**src/rtl/cnn_pkg.sv**
```systemverilog
// ============================================================================
// Module  : cnn_pkg
// Brief   : Shared types and helpers for the CNN pixel pipeline stages.
// Revision: 1.0 - initial release
// ============================================================================
`default_nettype none

package cnn_pkg;

    // Default pixel width used by the pipeline stages.
    localparam int WORD_SIZE_DEF = 8;

    typedef logic [WORD_SIZE_DEF-1:0] pixel_t;

    // Row phase of the 2x2 pooling window.
    typedef enum logic [0:0] {
        ROW_EVEN = 1'b0,
        ROW_ODD  = 1'b1
    } pool_state_t;

    // Unsigned maximum of two default-width pixels.
    function automatic pixel_t pixel_max(input pixel_t a, input pixel_t b);
        return (a > b) ? a : b;
    endfunction

endpackage

`default_nettype wire

```
**src/rtl/max_pool_2x2_if.sv**
```systemverilog
// ============================================================================
// Module  : max_pool_2x2_if
// Brief   : Pixel stream bundle between the convolution stage and the 2x2
//           pooling stage (pixel in, valid in, pooled pixel out, valid out).
// Revision: 1.0 - initial release
// ============================================================================
`default_nettype none

interface max_pool_2x2_if #(
    parameter int WORD_SIZE = cnn_pkg::WORD_SIZE_DEF
);
    logic [WORD_SIZE-1:0] inputPixel;
    logic [1:0]           inputValid;
    logic [WORD_SIZE-1:0] outputPixel;
    logic [1:0]           valid;

    // Upstream/consumer side: drives the input stream, observes pooled output.
    modport master (
        output inputPixel,
        output inputValid,
        input  outputPixel,
        input  valid
    );

    // Pooling stage side.
    modport slave (
        input  inputPixel,
        input  inputValid,
        output outputPixel,
        output valid
    );
endinterface

`default_nettype wire

```
**src/rtl/max_pool_2x2_line_buffer.sv**
```systemverilog
// ============================================================================
// Module  : pool_line_buffer
// Brief   : Simple dual-port register array holding one row of horizontal
//           pair results. Synchronous write, combinational read, storage is
//           not reset (every entry is written before it is read).
// Revision: 1.0 - initial release
// ============================================================================
`default_nettype none

module pool_line_buffer #(
    parameter int DEPTH = 269,
    parameter int WIDTH = 8,
    parameter int AW    = (DEPTH > 1) ? $clog2(DEPTH) : 1
) (
    input  logic             clk,
    input  logic             i_wr_en,
    input  logic [AW-1:0]    i_wr_addr,
    input  logic [WIDTH-1:0] i_wr_data,
    input  logic [AW-1:0]    i_rd_addr,
    output logic [WIDTH-1:0] o_rd_data
);

    logic [WIDTH-1:0] r_mem [DEPTH];

    // Write port: store one pair result per enabled cycle.
    always_ff @(posedge clk) begin
        if (i_wr_en) begin
            r_mem[i_wr_addr] <= i_wr_data;
        end
    end

    assign o_rd_data = r_mem[i_rd_addr];

endmodule

`default_nettype wire

```
**src/rtl/max_pool_2x2.sv**
```systemverilog
// ============================================================================
// Module  : max_pool_2x2
// Brief   : Streaming 2x2 / stride-2 pooling of the convolution output.
//           Even rows store horizontal pair results in a line buffer; odd
//           rows combine their pair result with the stored one and emit a
//           registered pooled pixel with a one-cycle valid pulse.
//           Build option POOL_AVG_EN: average pooling instead of max pooling.
// Revision: 1.0 - initial release
// ============================================================================
`default_nettype none

module max_pool_2x2
    import cnn_pkg::*;
#(
    parameter int WORD_SIZE = WORD_SIZE_DEF,
    parameter int ROW_SIZE  = 538
) (
    input  logic              clk,
    input  logic              rst,
    max_pool_2x2_if.slave     bus
);

    localparam int OUT_ROW_SIZE = ROW_SIZE / 2;
    localparam int CW           = $clog2(ROW_SIZE);
    localparam int AW           = (OUT_ROW_SIZE > 1) ? $clog2(OUT_ROW_SIZE) : 1;
`ifdef POOL_AVG_EN
    // Pair sums need one extra bit so nothing is lost before the final divide.
    localparam int LB_WIDTH     = WORD_SIZE + 1;
`else
    localparam int LB_WIDTH     = WORD_SIZE;
`endif

    localparam logic [0:0]    C_ROW_EVEN = ROW_EVEN;
    localparam logic [0:0]    C_ROW_ODD  = ROW_ODD;
    localparam logic [CW-1:0] C_LAST_COL = CW'(ROW_SIZE - 1);

    logic [CW-1:0]        r_col;
    logic [0:0]           r_state;
    logic [WORD_SIZE-1:0] r_pair;
    logic [WORD_SIZE-1:0] r_out;
    logic                 r_valid;

    logic                 w_accept;
    logic                 w_odd_col;
    logic                 w_row_end;
    logic                 w_latch_pair;
    logic                 w_wr_en;
    logic [AW-1:0]        w_addr;
    logic [LB_WIDTH-1:0]  w_pair;
    logic [LB_WIDTH-1:0]  w_rd_data;
    logic [WORD_SIZE-1:0] w_pool;
    logic                 w_unused_valid_hi;

    assign w_accept          = bus.inputValid[0];
    assign w_unused_valid_hi = bus.inputValid[1];
    assign w_odd_col         = r_col[0];
    assign w_row_end         = (r_col == C_LAST_COL);
    // With an odd row width the last (even) column has no partner: skip it.
    assign w_latch_pair      = w_accept && !w_odd_col && !w_row_end;
    assign w_wr_en           = w_accept && w_odd_col && (r_state == C_ROW_EVEN);
    assign w_addr            = AW'(r_col >> 1);

`ifdef POOL_AVG_EN
    logic [WORD_SIZE+1:0] w_sum;
    logic [1:0]           w_unused_frac;

    assign w_pair = {1'b0, r_pair} + {1'b0, bus.inputPixel};
    assign w_sum  = {1'b0, w_pair} + {1'b0, w_rd_data};
    // Divide by four by dropping the two fraction bits (truncation).
    assign {w_pool, w_unused_frac} = w_sum;
`else
    assign w_pair = (r_pair > bus.inputPixel) ? r_pair : bus.inputPixel;
    assign w_pool = (w_pair > w_rd_data) ? w_pair : w_rd_data;
`endif

    pool_line_buffer #(
        .DEPTH (OUT_ROW_SIZE),
        .WIDTH (LB_WIDTH),
        .AW    (AW)
    ) u_line_buf (
        .clk       (clk),
        .i_wr_en   (w_wr_en),
        .i_wr_addr (w_addr),
        .i_wr_data (w_pair),
        .i_rd_addr (w_addr),
        .o_rd_data (w_rd_data)
    );

    // Column counter and row phase: advance only on accepted pixels.
    always_ff @(posedge clk or posedge rst) begin
        if (rst) begin
            r_col   <= '0;
            r_state <= C_ROW_EVEN;
        end else if (w_accept) begin
            if (w_row_end) begin
                r_col   <= '0;
                r_state <= (r_state == C_ROW_EVEN) ? C_ROW_ODD : C_ROW_EVEN;
            end else begin
                r_col   <= r_col + 1'b1;
            end
        end
    end

    // Pair register: first pixel of each horizontal pair.
    always_ff @(posedge clk or posedge rst) begin
        if (rst) begin
            r_pair <= '0;
        end else if (w_latch_pair) begin
            r_pair <= bus.inputPixel;
        end
    end

    // Output register: pooled result on odd rows, single-cycle valid pulse.
    always_ff @(posedge clk or posedge rst) begin
        if (rst) begin
            r_out   <= '0;
            r_valid <= 1'b0;
        end else begin
            r_valid <= 1'b0;
            if (w_accept && w_odd_col && (r_state == C_ROW_ODD)) begin
                r_out   <= w_pool;
                r_valid <= 1'b1;
            end
        end
    end

    assign bus.outputPixel = r_out;
    assign bus.valid       = {1'b0, r_valid};

endmodule

`default_nettype wire

```
**src/flat_wrapper.sv**
```systemverilog
// flat-port wrapper written by rule: the top's interface ports become plain ports
module max_pool_2x2_flat import cnn_pkg::*;
#(
    parameter int WORD_SIZE = WORD_SIZE_DEF,
    parameter int ROW_SIZE  = 538
)
  (clk, rst, bus_inputPixel, bus_inputValid, bus_outputPixel, bus_valid);
  max_pool_2x2_if #(.WORD_SIZE(WORD_SIZE)) bus_i ();
  input  logic clk;
  input  logic rst;
  input wire logic [$bits(bus_i.inputPixel)-1:0] bus_inputPixel;
  input wire logic [$bits(bus_i.inputValid)-1:0] bus_inputValid;
  output wire logic [$bits(bus_i.outputPixel)-1:0] bus_outputPixel;
  output wire logic [$bits(bus_i.valid)-1:0] bus_valid;
  assign bus_i.inputPixel = bus_inputPixel;
  assign bus_i.inputValid = bus_inputValid;
  assign bus_outputPixel = bus_i.outputPixel;
  assign bus_valid = bus_i.valid;
  max_pool_2x2 #(.WORD_SIZE(WORD_SIZE), .ROW_SIZE(ROW_SIZE)) u_core (.clk(clk), .rst(rst), .bus(bus_i));
endmodule
```
**config.mk**
```make
export PLATFORM = sky130hd
export DESIGN_NAME = max_pool_2x2_flat
export DESIGN_NICKNAME = d
export VERILOG_FILES = /design/src/rtl/cnn_pkg.sv /design/src/rtl/max_pool_2x2_if.sv /design/src/rtl/max_pool_2x2_line_buffer.sv /design/src/rtl/max_pool_2x2.sv /design/src/flat_wrapper.sv
export SDC_FILE = /design/constraint.sdc
export NUM_CORES = 2
export LEC_CHECK = 0
export BUFFER_PORTS_ARGS = -buffer_cell sky130_fd_sc_hd__clkbuf_2
export CORE_UTILIZATION = 40
export CTS_CLUSTER_DIAMETER = 120
export DETAILED_ROUTE_END_ITERATION = 10
export PLACE_DENSITY = 0.58
export SETUP_SLACK_MARGIN = 0.2
export SYNTH_ARGS = -nofsm -noshare
export SYNTH_HDL_FRONTEND = slang
export SYNTH_HIERARCHICAL = 1
export SYNTH_SLANG_ARGS = --single-unit
export TNS_END_PERCENT = 20
```
**constraint.sdc**
```tcl
create_clock -name clk -period 4.97 [get_ports clk]
set_input_delay 0.7455 -clock clk [delete_from_list [all_inputs] [get_ports clk]]
set_output_delay 0.7455 -clock clk [all_outputs]
set_load 0.005 [all_outputs]
```
==> results.cfg <==
[global_routing]
grt_pass1_wl_um = 307000
grt_max_degree = 234
grt_pass1_vias = 42184
grt_usage = 0.196
grt.overflow.total = 0
antenna_found_initial = 4

[clocking]
cts_buffer_depth = 3
cts_tree = built
clk_pin_slew_ns = 0.06
cts-htree-levels = 4
clk_latency_ns = 0.83
cts_root_buf = clkbuf_16
numCtsBuffers = 218
cts.sinks = 2180

[setup_path]
cpPeakStageDelay_ns = 0.53
crit_start = u_core/r_col[1]
start_kind = register
worstReg2RegStart = u_core/r_col[1]
crit_family = compound AO/OA/AOI/OAI gates
ff2ff_setup_slack_ns = 0.29
path_depth = 18
worst-path-buf-inv = 5
rr_endpoint = u_core/bus.outputPixel[3]
required_ns = 5.68
cp.arrival_ns = 5.39
cp_max_fo = 25
cp-endpoint = u_core/bus.outputPixel[3]
crit_path_end_kind = register
reg2reg_depth = 18
critical_path_class = reg2reg
cp_slowest_cell = mux4_2
cp_cell_sequence = buf_12, buf_12, mux4_2, a22oi_1, nand4_1, a211oi_1, buf_4, a31oi_2, o32a_1, inv_1, ha_1, nor2b_1, o211ai_1, a21oi_2, o22ai_2, buf_4, nor2_4, a211o_1

[detailed_routing]
drc_errors = 8
routed.top_layer = met5
ant_nets = 0
drt-total-wl_um = 213000
initialDrtViolationCount = 4356
met1_length_um = 91600
dr.pass1.iters = 8
wl_met2_um = 102000
route.met3.wl_um = 14800
routed_via_density = 5.77
drt-wirelength-per-cell_um = 29.0
vias = 42354

[layout]
final_net_count = 4383
stdcell_area_sq_um = 97300
drive_above_1_share = 0.253
final_cells = 7343
diodes = 0
area_growth_pct = 13.8

[pwr]
leakage_nw = 30.3
peakVddDrop_uv = 385
power_density_nw_per_um2 = 542

[logic_synthesis]
ys_seq_elements = 2180
yosysWarnings = 6
synth_nets = 4118
synth_area_per_cell_sq_um = 20.9
synth_edf_count = 2152
syn-instance-count = 4088
async_flop_share = 0.0128
synth_flop_cell = edfxtp_1
synth_area_sq_um = 85500
synth.distinct_cells = 64
synth-seq-area-share = 0.764

[placement]
place_area_sq_um = 90400
port_buffers = 19
hpwl_um = 130000
place_ws_ns = -0.0613
dp_cells = 6948
place_congestion = 0.837

[floorplanning]
initial_utilization = 0.403
die_h_um = 464
dieArea_sq_um = 216000
coreArea_sq_um = 212000
std_cell_rows = 169
die_w_um = 464
io_pins = 22

[timing]
period_share = 0.942
clock.fmax_mhz = 214
rsz0062_at_grt = yes
maxSlewHeadroom = 0.140
fin_crit_ns = 4.68
final-hold-violation-count = 0
drv_slew = 0
final-setup-viol-count = 0
worst-slew-pin-transition_ns = 1.29
fin_skew_ns = 0.0223
setup_ws_ns = 0.290

[run_status]
violations = DRC
status = finished with violations

[worst_hold_path]
min_path_type = in2reg

[flow_run]
drv_cap = 0
[power by group]
part	switching, mW	total [mW]	internal, mW
registers	0.119	21.9	21.8
logic	9.45	15.4	5.95
clock network	6.81	15.3	8.51
[state kept, by name, summed over array words and instances (netlist names)]
name and count:
u_core/bus.outputPixel 8, u_core/r_col 10, u_core/r_pair 8, u_core/r_state 1, u_core/r_valid 1, u_core/u_line_buf/r_mem 2152
[through the flow]
| step | setup TNS (ns) | hold slack (ns) | utilization | power [mW] |
|---|---|---|---|---|
| 6_report | 0 | 0.191 | 0.458 | 52.7 |
| 5_1_grt | 0 | 0.158 | 0.458 | 54.4 |
| 4_1_cts | 0 | 0.122 | 0.457 | 52.8 |
| 3_5_place_dp | -0.377 | 0.492 | 0.426 | 37.5 |
| 3_3_place_gp | -0.109 | 0.490 | 0.426 | 37.4 |
| 2_1_floorplan | 0 | 0.467 | - | 31.6 |
[placed cells by master (no fill, tap or decap), types with 9 or more instances in the layout]
cell type  netlist  routed
clkbuf_2         0      19
o21ai_0         26      25
buf_4           20     206
clkbuf_1       105      56
nor2b_1         23      22
clkbuf_16        0     222
nand4_1         12      12
clkinv_1         1      54
nand2_1         71      66
a31oi_1         18      16
a22oi_1         50      48
nand3_1         46      41
mux4_1           9       9
mux2i_1        187     183
mux2_2          36      29
dfrtp_1         28      22
buf_12           5      40
ha_1            18      18
mux4_2         477     477
a211oi_1        23      20
a21oi_1         72      70
and2_1          13      12
clkinv_2         0      27
nor3_1          36      29
inv_1           23      22
o22ai_1         49      48
nor2_1         297     293
o211ai_1        12      12
o221ai_1        68      64
edfxtp_1      2152    2152
[timing repair]
item                                   4_1_cts  5_1_grt
hold buffers                                 1        0
resized for setup                            8       35
gates cloned                                 0        3
pin swaps                                    0        1
setup buffers                                0        2
setup endpoints to repair                    8        8
endpoints found under the hold margin       28        0
[cell usage after synthesis, types with 3 or more instances]
cell          n  area [sq um]
edfxtp_1   2152         64600
a22oi_1      50           375
o221ai_1     68           596
a31oi_1      18           113
and2_1       13          81.3
a311o_1       5          50.1
nor3_1       36           180
mux2_2       36           405
mux2_4        7           105
nand4_1      12          75.1
a211o_1       7          61.3
a211oi_1     23           173
a2111o_1      4          45.0
xnor2_1       3          26.3
nand3_1      46           230
buf_4        20           150
o32a_1        3          30.0
nor3b_1       4          30.0
or2_2         5          31.3
buf_12        5           100
mux2i_1     187          1870
nand2b_1      7          43.8
ha_1         18           225
o21ai_0      26           130
nor2b_1      23           144
nor4_1        5          31.3
mux4_2      477         10700
nand2_1      71           267
inv_1        23          86.3
a22o_1        5          43.8
o211ai_1     12          90.1
o22ai_1      49           307
and3_1        8          50.1
nor2_1      297          1110
dfrtp_1      28           701
buf_2        43           215
buf_1        19          71.3
buf_6        41           462
xor2_1        4          35.0
a2111oi_0     3          26.3
mux4_1        9           236
or3_1         7          43.8
a21oi_1      72           360
clkbuf_1    105           394
o31ai_1       7          52.6
[kinds of logic (layout without fill, tap and decap cells)]
kind of cell             count (synthesis)  in the layout  share of synthesized area
XOR/XNOR                                 7              7                   0.000717
AND/OR/NAND/NOR                        542            542                     0.0282
AO/OA/AOI/OAI                          364            364                     0.0300
adder cells (fa/ha/maj)                 18             18                    0.00264
multiplexers                           716            716                      0.156
other                                    1              1                  0.0000439
flip-flops                            2180           2180                      0.764
buffers and inverters                  260            694                     0.0177
[cell type report]
type | count | area, sq um
Fill cell | 17650 | 115000
Inverter | 25 | 103
Multi-Input combinational cell | 1648 | 18900
Tap cell | 2821 | 3530
Sequential cell | 2180 | 65300
Clock buffer | 277 | 5720
Timing Repair Buffer | 280 | 2770
Clock inverter | 112 | 853
[worst reg2reg max path: cells and delay by family, from the launching register on]
| family | cells | cell delay [ns] |
|---|---|---|
| AO/OA/AOI/OAI | 8 | 1.91 |
| flip-flops | 1 | 0.52 |
| AND/OR/NAND/NOR | 3 | 0.40 |
| multiplexers | 1 | 0.55 |
| buffers and inverters | 5 | 0.94 |
| adder cells (fa/ha/maj) | 1 | 0.25 |
[worst min path at each step]
stage / start / endpoint / slack (ns) / cells past startpoint
global route: bus_inputPixel[3] / u_core/r_pair[3] / 0.16 / 2
CTS: bus_inputPixel[0] / u_core/r_pair[0] / 0.12 / 3
floorplan: u_core/r_state / u_core/r_state / 0.47 / 1
global placement: u_core/r_state / u_core/r_state / 0.49 / 1
finish: bus_inputPixel[0] / u_core/r_pair[0] / 0.19 / 3
detailed placement: u_core/r_state / u_core/r_state / 0.49 / 1
[routing by layer]
layer / up-vias / global-route usage
met5: - / 0
met4: 6 / 0.0473
met3: 294 / 0.0356
met2: 1475 / 0.311
met1: 22981 / 0.280
li1: 17598 / -
Note: power is estimated with default switching activity, not from simulation.
